$ cat src/rtl/systolic_feed_if.sv
// Host and feeder-bank signals of the systolic feed controller.
// master = host/test side, slave = controller side.
interface systolic_feed_if #(
    parameter int ROWS       = 4,
    parameter int DATA_WIDTH = 8
);
    logic                  start;
    logic                  reuse;
    logic                  in_valid;
    logic                  in_ready;
    logic [DATA_WIDTH-1:0] in_data;
    logic [ROWS-1:0][1:0]  ctrl_code;
    logic [DATA_WIDTH-1:0] wr_data;
    logic [ROWS-1:0]       row_valid;
    logic                  busy;
    logic                  done;

    modport master (
        output start, reuse, in_valid, in_data,
        input  in_ready, ctrl_code, wr_data, row_valid, busy, done
    );

    modport slave (
        input  start, reuse, in_valid, in_data,
        output in_ready, ctrl_code, wr_data, row_valid, busy, done
    );
endinterface

$ cat src/rtl/systolic_feed_ctrl.sv
// Sequencer for a bank of ROWS shift registers feeding a systolic array:
// loads a row-major stream with WRITE codes, then issues skewed READ codes
// so row i enters the array i cycles after row 0. A reuse start replays
// the loaded operands, since a full READ pass rotates each row back home.
module systolic_feed_ctrl #(
    parameter int ROWS       = 4,
    parameter int LENGTH     = 4,
    parameter int DATA_WIDTH = 8
) (
    input  logic            clk,
    input  logic            reset_n,
    systolic_feed_if.slave  bus
);
    localparam int RW   = (ROWS > 1) ? $clog2(ROWS) : 1;
    localparam int CW   = (LENGTH > 1) ? $clog2(LENGTH) : 1;
    localparam int FMAX = ROWS + LENGTH - 2;
    localparam int FW   = (FMAX > 0) ? $clog2(FMAX + 1) : 1;

    localparam logic [1:0] UPLOAD = 2'd0;
    localparam logic [1:0] WRITE  = 2'd2;
    localparam logic [1:0] READ   = 2'd3;

    typedef enum logic [1:0] {IDLE, LOAD, FEED, DRAIN} state_t;

    state_t                state;
    logic [RW-1:0]         row_cnt;
    logic [CW-1:0]         col_cnt;
    logic [FW-1:0]         f_cnt;
    logic                  loaded;
    logic [ROWS-1:0][1:0]  ctrl_code;
    logic [DATA_WIDTH-1:0] wr_data;
    logic [ROWS-1:0]       row_valid;
    logic                  done;
    logic [ROWS-1:0][1:0]  wr_codes;
    logic                  last_word;

    // Rows that are inside their READ window for feed step f.
    function automatic logic [ROWS-1:0] read_mask(input int f);
        logic [ROWS-1:0] m;
        for (int i = 0; i < ROWS; i++)
            m[i] = (f >= i) && (f <= i + LENGTH - 1);
        return m;
    endfunction

    function automatic logic [ROWS-1:0][1:0] read_codes(input int f);
        logic [ROWS-1:0][1:0] c;
        logic [ROWS-1:0]      m;
        m = read_mask(f);
        for (int i = 0; i < ROWS; i++)
            c[i] = m[i] ? READ : UPLOAD;
        return c;
    endfunction

    // WRITE pattern for the row currently being filled.
    always_comb begin
        wr_codes          = '0;
        wr_codes[row_cnt] = WRITE;
        last_word = (row_cnt == RW'(ROWS - 1)) && (col_cnt == CW'(LENGTH - 1));
    end

    // Run sequencer; every output code is registered for the following cycle.
    always_ff @(posedge clk) begin
        if (!reset_n) begin
            state     <= IDLE;
            row_cnt   <= '0;
            col_cnt   <= '0;
            f_cnt     <= '0;
            loaded    <= 1'b0;
            ctrl_code <= '0;
            wr_data   <= '0;
            row_valid <= '0;
            done      <= 1'b0;
        end else begin
            done <= 1'b0;
            case (state)
                IDLE: begin
                    row_valid <= '0;
                    ctrl_code <= '0;
                    if (bus.start) begin
                        if (bus.reuse && loaded) begin
                            state     <= FEED;
                            f_cnt     <= '0;
                            ctrl_code <= read_codes(0);
                        end else begin
                            state <= LOAD;
                        end
                    end
                end
                LOAD: begin
                    row_valid <= '0;
                    ctrl_code <= '0;
                    if (bus.in_valid) begin
                        wr_data <= bus.in_data;
                        if (last_word) begin
                            // Last word's WRITE shares the first FEED cycle
                            // with row 0's READ; they target different rows.
                            state     <= FEED;
                            loaded    <= 1'b1;
                            row_cnt   <= '0;
                            col_cnt   <= '0;
                            f_cnt     <= '0;
                            ctrl_code <= wr_codes | read_codes(0);
                        end else begin
                            ctrl_code <= wr_codes;
                            if (col_cnt == CW'(LENGTH - 1)) begin
                                col_cnt <= '0;
                                row_cnt <= row_cnt + 1'b1;
                            end else begin
                                col_cnt <= col_cnt + 1'b1;
                            end
                        end
                    end
                end
                FEED: begin
                    // data_read of row i is valid one cycle after its READ.
                    row_valid <= read_mask(int'(f_cnt));
                    if (f_cnt == FW'(FMAX)) begin
                        state     <= DRAIN;
                        ctrl_code <= '0;
                    end else begin
                        f_cnt     <= f_cnt + 1'b1;
                        ctrl_code <= read_codes(int'(f_cnt) + 1);
                    end
                end
                default: begin
                    row_valid <= '0;
                    ctrl_code <= '0;
                    f_cnt     <= '0;
                    state     <= IDLE;
                    done      <= 1'b1;
                end
            endcase
        end
    end

    assign bus.in_ready  = (state == LOAD);
    assign bus.busy      = (state != IDLE);
    assign bus.ctrl_code = ctrl_code;
    assign bus.wr_data   = wr_data;
    assign bus.row_valid = row_valid;
    assign bus.done      = done;
endmodule

$ cat src/flat_wrapper.sv
// flat-port wrapper written by rule: the top's interface ports become plain ports
module systolic_feed_ctrl_flat 
#(
    parameter int ROWS       = 4,
    parameter int LENGTH     = 4,
    parameter int DATA_WIDTH = 8
)
  (clk, reset_n, bus_start, bus_reuse, bus_in_valid, bus_in_data, bus_in_ready, bus_ctrl_code, bus_wr_data, bus_row_valid, bus_busy, bus_done);
  systolic_feed_if #(.ROWS(ROWS), .DATA_WIDTH(DATA_WIDTH)) bus_i ();
  input  logic clk;
  input  logic reset_n;
  input wire logic [$bits(bus_i.start)-1:0] bus_start;
  input wire logic [$bits(bus_i.reuse)-1:0] bus_reuse;
  input wire logic [$bits(bus_i.in_valid)-1:0] bus_in_valid;
  input wire logic [$bits(bus_i.in_data)-1:0] bus_in_data;
  output wire logic [$bits(bus_i.in_ready)-1:0] bus_in_ready;
  output wire logic [$bits(bus_i.ctrl_code)-1:0] bus_ctrl_code;
  output wire logic [$bits(bus_i.wr_data)-1:0] bus_wr_data;
  output wire logic [$bits(bus_i.row_valid)-1:0] bus_row_valid;
  output wire logic [$bits(bus_i.busy)-1:0] bus_busy;
  output wire logic [$bits(bus_i.done)-1:0] bus_done;
  assign bus_i.start = bus_start;
  assign bus_i.reuse = bus_reuse;
  assign bus_i.in_valid = bus_in_valid;
  assign bus_i.in_data = bus_in_data;
  assign bus_in_ready = bus_i.in_ready;
  assign bus_ctrl_code = bus_i.ctrl_code;
  assign bus_wr_data = bus_i.wr_data;
  assign bus_row_valid = bus_i.row_valid;
  assign bus_busy = bus_i.busy;
  assign bus_done = bus_i.done;
  systolic_feed_ctrl #(.ROWS(ROWS), .LENGTH(LENGTH), .DATA_WIDTH(DATA_WIDTH)) u_core (.clk(clk), .reset_n(reset_n), .bus(bus_i));
endmodule
$ cat config.mk
export PLATFORM = sky130hd
export DESIGN_NAME = systolic_feed_ctrl_flat
export DESIGN_NICKNAME = d
export VERILOG_FILES = /design/src/rtl/systolic_feed_if.sv /design/src/rtl/systolic_feed_ctrl.sv /design/src/flat_wrapper.sv
export SDC_FILE = /design/constraint.sdc
export NUM_CORES = 1
export LEC_CHECK = 0
export CAP_MARGIN = 40
export CORE_MARGIN = 5
export CORE_UTILIZATION = 52
export CTS_CLUSTER_DIAMETER = 200
export DETAILED_ROUTE_END_ITERATION = 10
export PLACE_DENSITY = 0.85
export SYNTH_ARGS = -nofsm -noshare
export SYNTH_HDL_FRONTEND = slang
export SYNTH_SLANG_ARGS = --single-unit
$ cat constraint.sdc
create_clock -name clk -period 3.75 [get_ports clk]
set_input_delay 1.125 -clock clk [delete_from_list [all_inputs] [get_ports clk]]
set_output_delay 1.125 -clock clk [all_outputs]
set_load 0.005 [all_outputs]
==> summary.log <==
qor: yosys.synthesis.area 1441 um2
qor: layout.final_layout_size_suffix_gt1_share 4.902%
qor: timing.timing_hold_violations_final 0
qor: placement.io_buffers 35
qor: floorplanning.die-height 62.65 um
qor: timing.report.final.slew_viol_count 0
qor: hold_path.min_delay_path_depth 2
qor: hold_path.hp-class register to register
qor: yosys.simple_logic_cell_fraction_of_the_synthesized_area 20.05%
qor: placement.dpl.hpwl 2.408 mm
qor: detailed_routing.detailedRoute.firstPassIterationCount 4
qor: detailed_routing.wl_per_cell 13.62 um
qor: yosys.largest_family_of_logic_cells_by_synthesized_area simple AND/OR/NAND/NOR gates
qor: timing.worst_clock_skew 0.004010 ns
qor: clock_tree.cts_tree done
qor: detailed_routing.routed-via-count 1,279
qor: floorplanning.fp.dieArea 3925 um2
qor: yosys.syn-mean-instance-area 8.631 um2
qor: timing.final_total_negative_setup_slack 0 ns
qor: detailed_routing.drtAntennaViolNets 0
qor: flow_run.max_cap_violations 0
qor: timing.setup_viol 0
qor: yosys.yosysSeqAreaShare 43.06%
qor: floorplanning.floorplan.initialDensity 53.19%
qor: timing.grt_setup_unrepaired no
qor: yosys.syn_inst 167
qor: detailed_routing.drcViolationCount 0
qor: layout.nets 233
qor: placement.place_congestion 0.9025
qor: grt.grt_pass1_vias 1,226
qor: yosys.synthDominantCellAreaShare 43.06%
qor: clock_tree.cts_hold_buf 0
qor: power_and_ir_drop.maximum_resistive_drop_on_vdd 0.3315 mV
qor: clock_tree.clock_tree.htree_level_count 2
qor: clock_tree.clk_latency 0.33 ns
qor: grt.grt_usage 17.26%
qor: yosys.synth_fa_ha_area_share 13.89%
qor: power_and_ir_drop.cellLeakagePower 0.0007075 uW
qor: timing.maximum_achievable_frequency 350.0 MHz
qor: detailed_routing.drt_iter0_drc 28
qor: floorplanning.core_area 2710 um2
qor: timing.layout_worst_path_cycle_share 76.20%
qor: clock_tree.cts.sinks 31
qor: grt.maximum_number_of_pins_on_one_net_before_global_route_repair 19
qor: yosys.ffs_latches_synth 31
qor: power_and_ir_drop.power.density_cell_area 458.1 nW/um2
qor: clock_tree.cts.clk_slew.worst_paths 0.09 ns
qor: clock_tree.cts.path.max_buffers 2
qor: yosys.ys.warnings.count 0
qor: timing.worstMarginPinSlew 0.6245 ns
qor: detailed_routing.wirelength 3.201 mm
qor: power_and_ir_drop.total_power 852.3 uW
qor: setup_path.arrival 1.73 ns
qor: grt.first_pass_grt_wire_length 5.554 mm
qor: setup_path.path_max_fanout 5
qor: timing.finalWorstPathRequiredPeriod 2.858 ns
qor: setup_path.setup.worst_path.start_class register
qor: detailed_routing.via_per_inst 5.443
qor: floorplanning.core.rowCount 19
qor: grt.grt_antenna_before_repair 0
qor: clock_tree.postCtsResizedCells 0
qor: clock_tree.post_cts.repair.setup_buffers 0
qor: layout.layout-area-overhead-vs-synth 29.08%
qor: setup_path.worst-endpoint-required 2.62 ns
qor: yosys.yosys-top-cells-area sky130_fd_sc_hd__dfxtp_1 (43%), sky130_fd_sc_hd__ha_1 (14%), sky130_fd_sc_hd__a21oi_1 (7.3%)
qor: yosys.synth_compound_gate_area_share 15.80%
qor: clock_tree.cts_inserted_buffers 5
qor: setup_path.critical_path_sink_type output pin
qor: floorplanning.floorplan_die_width 62.65 um
qor: timing.maxSlewHeadroom 58.36%
qor: yosys.netlist-cell-type-count 35
qor: status.outcome finished clean
qor: grt.gr-total-overflow 0
qor: yosys.synth_area_leader_cell sky130_fd_sc_hd__dfxtp_1
qor: layout.fin_util 68.65%
qor: setup_path.worst_r2r_path_depth 6
qor: floorplanning.io-pin-count 36
qor: layout.antenna-diode-count 0
qor: yosys.synth_fp_nets 196
qor: yosys.synthMuxAreaShare 1.389%
qor: yosys.synthXorXnorAreaFrac 0.6076%
qor: clock_tree.cts_root_buf sky130_fd_sc_hd__clkbuf_4
qor: setup_path.ws_path_type register to output pin
[area by class of cell]
class	instances	area (um2)
sequential	31	620.6
fill	222	849.6
multi-input combinational	118	745.7
tap	31	38.79
timing repair buffer	35	350.3
clock inverter	1	5.005
clock buffer	6	51.30
inverter	13	48.80
[flip-flops by register name, summed over array words and instances, names as in the netlist]
name	count
u_core.bus.wr_data	8
u_core.f_cnt	3
u_core.state	2
u_core.bus.ctrl_code	8
u_core.loaded	1
u_core.bus.row_valid	4
u_core.col_cnt	2
u_core.bus.done	1
u_core.row_cnt	2
[cells by family after synthesis]
family,after synthesis
xor+xnor,1
mux,2
compound gates,36
simple gates,63
fa+ha+maj,16
flops,31
buf+inv,18
[worst paths after layout]
path,start,end,slack (ns)
worst max-delay path,u_core.state[0]$_SDFFE_PN0P_,bus_busy,0.89
worst min-delay path,u_core.bus.wr_data[4]$_SDFFE_PN0P_,u_core.bus.wr_data[4]$_SDFFE_PN0P_,0.46
worst max register to register,u_core.f_cnt[2]$_SDFFE_PN0P_,u_core.bus.ctrl_code[7]$_SDFF_PN0_,1.69
worst min register to register,u_core.bus.wr_data[4]$_SDFFE_PN0P_,u_core.bus.wr_data[4]$_SDFFE_PN0P_,0.46
[cells in the mapped netlist]
library cell / count
sky130_fd_sc_hd__a21oi_1: 21
sky130_fd_sc_hd__nand2b_1: 1
sky130_fd_sc_hd__o31ai_1: 3
sky130_fd_sc_hd__and3_2: 1
sky130_fd_sc_hd__a221oi_2: 1
sky130_fd_sc_hd__xnor2_1: 1
sky130_fd_sc_hd__a222oi_1: 1
sky130_fd_sc_hd__a211oi_1: 2
sky130_fd_sc_hd__a221o_1: 1
sky130_fd_sc_hd__nor2_1: 12
sky130_fd_sc_hd__nand2_1: 28
sky130_fd_sc_hd__nand3b_1: 1
sky130_fd_sc_hd__o21bai_1: 1
sky130_fd_sc_hd__nor2b_1: 1
sky130_fd_sc_hd__nand2_2: 1
sky130_fd_sc_hd__nor4_1: 3
sky130_fd_sc_hd__inv_1: 12
sky130_fd_sc_hd__dfxtp_1: 31
sky130_fd_sc_hd__a31oi_1: 2
sky130_fd_sc_hd__o21ai_0: 1
sky130_fd_sc_hd__mux2i_1: 2
sky130_fd_sc_hd__buf_6: 1
sky130_fd_sc_hd__or3_1: 1
sky130_fd_sc_hd__o311a_1: 1
sky130_fd_sc_hd__clkbuf_1: 4
sky130_fd_sc_hd__a21o_1: 1
sky130_fd_sc_hd__nand3_1: 4
sky130_fd_sc_hd__o211ai_1: 1
sky130_fd_sc_hd__and3_1: 1
sky130_fd_sc_hd__ha_1: 16
sky130_fd_sc_hd__clkinv_1: 1
sky130_fd_sc_hd__nand4_1: 3
sky130_fd_sc_hd__nor3b_1: 1
sky130_fd_sc_hd__and2_1: 2
sky130_fd_sc_hd__nor3_1: 3
[layout by cell type, fill, tap and decap left out, types with 2 or more instances in the layout]
| cell type | Yosys | final |
|---|---|---|
| sky130_fd_sc_hd__nor3_1 | 3 | 3 |
| sky130_fd_sc_hd__o31ai_1 | 3 | 3 |
| sky130_fd_sc_hd__nand4_1 | 3 | 3 |
| sky130_fd_sc_hd__clkdlybuf4s50_1 | 0 | 35 |
| sky130_fd_sc_hd__and2_1 | 2 | 2 |
| sky130_fd_sc_hd__nor4_1 | 3 | 3 |
| sky130_fd_sc_hd__nand3_1 | 4 | 4 |
| sky130_fd_sc_hd__mux2i_1 | 2 | 2 |
| sky130_fd_sc_hd__inv_1 | 12 | 12 |
| sky130_fd_sc_hd__clkbuf_4 | 0 | 5 |
| sky130_fd_sc_hd__nand2_1 | 28 | 28 |
| sky130_fd_sc_hd__a211oi_1 | 2 | 2 |
| sky130_fd_sc_hd__nor2_1 | 12 | 12 |
| sky130_fd_sc_hd__a31oi_1 | 2 | 2 |
| sky130_fd_sc_hd__a21oi_1 | 21 | 21 |
| sky130_fd_sc_hd__ha_1 | 16 | 16 |
| sky130_fd_sc_hd__dfxtp_1 | 31 | 31 |
[critical path, stage by stage, from the launching register on]
cell and delay (ns):
sky130_fd_sc_hd__dfxtp_1 0.42, sky130_fd_sc_hd__inv_1 0.10, sky130_fd_sc_hd__ha_1 0.28, sky130_fd_sc_hd__inv_1 0.11, sky130_fd_sc_hd__clkdlybuf4s50_1 0.50
[per-stage QoR]
| stage | std cells | cell area [um2] | hold slack, ns | worst slack, ns |
|---|---|---|---|---|
| 6_report | 235 | 1861 | 0.4632 | 0.8924 |
| 5_1_grt | 235 | 1861 | 0.4915 | 0.7895 |
| 4_1_cts | 235 | 1861 | 0.4651 | 0.8783 |
| 3_5_place_dp | 228 | 1804 | 0.4509 | 1.000 |
| 3_3_place_gp | 228 | 1804 | 0.4447 | 1.070 |
| 2_1_floorplan | 167 | 1441 | 0.4400 | 1.685 |
[metal layers]
layer  track usage, %  part of all wire [%]
met5                0                     0
met4            6.897                   1.6
met3            6.115                   5.4
met2            28.50                    50
met1            20.20                    43
[report_power, final]
group	switching, uW	internal [uW]	total (uW)
clock	110	86.7	197
combinational	141	132	273
sequential	21.7	361	383
total	272	580	852
No activity file was read; power rests on OpenSTA's default activity.
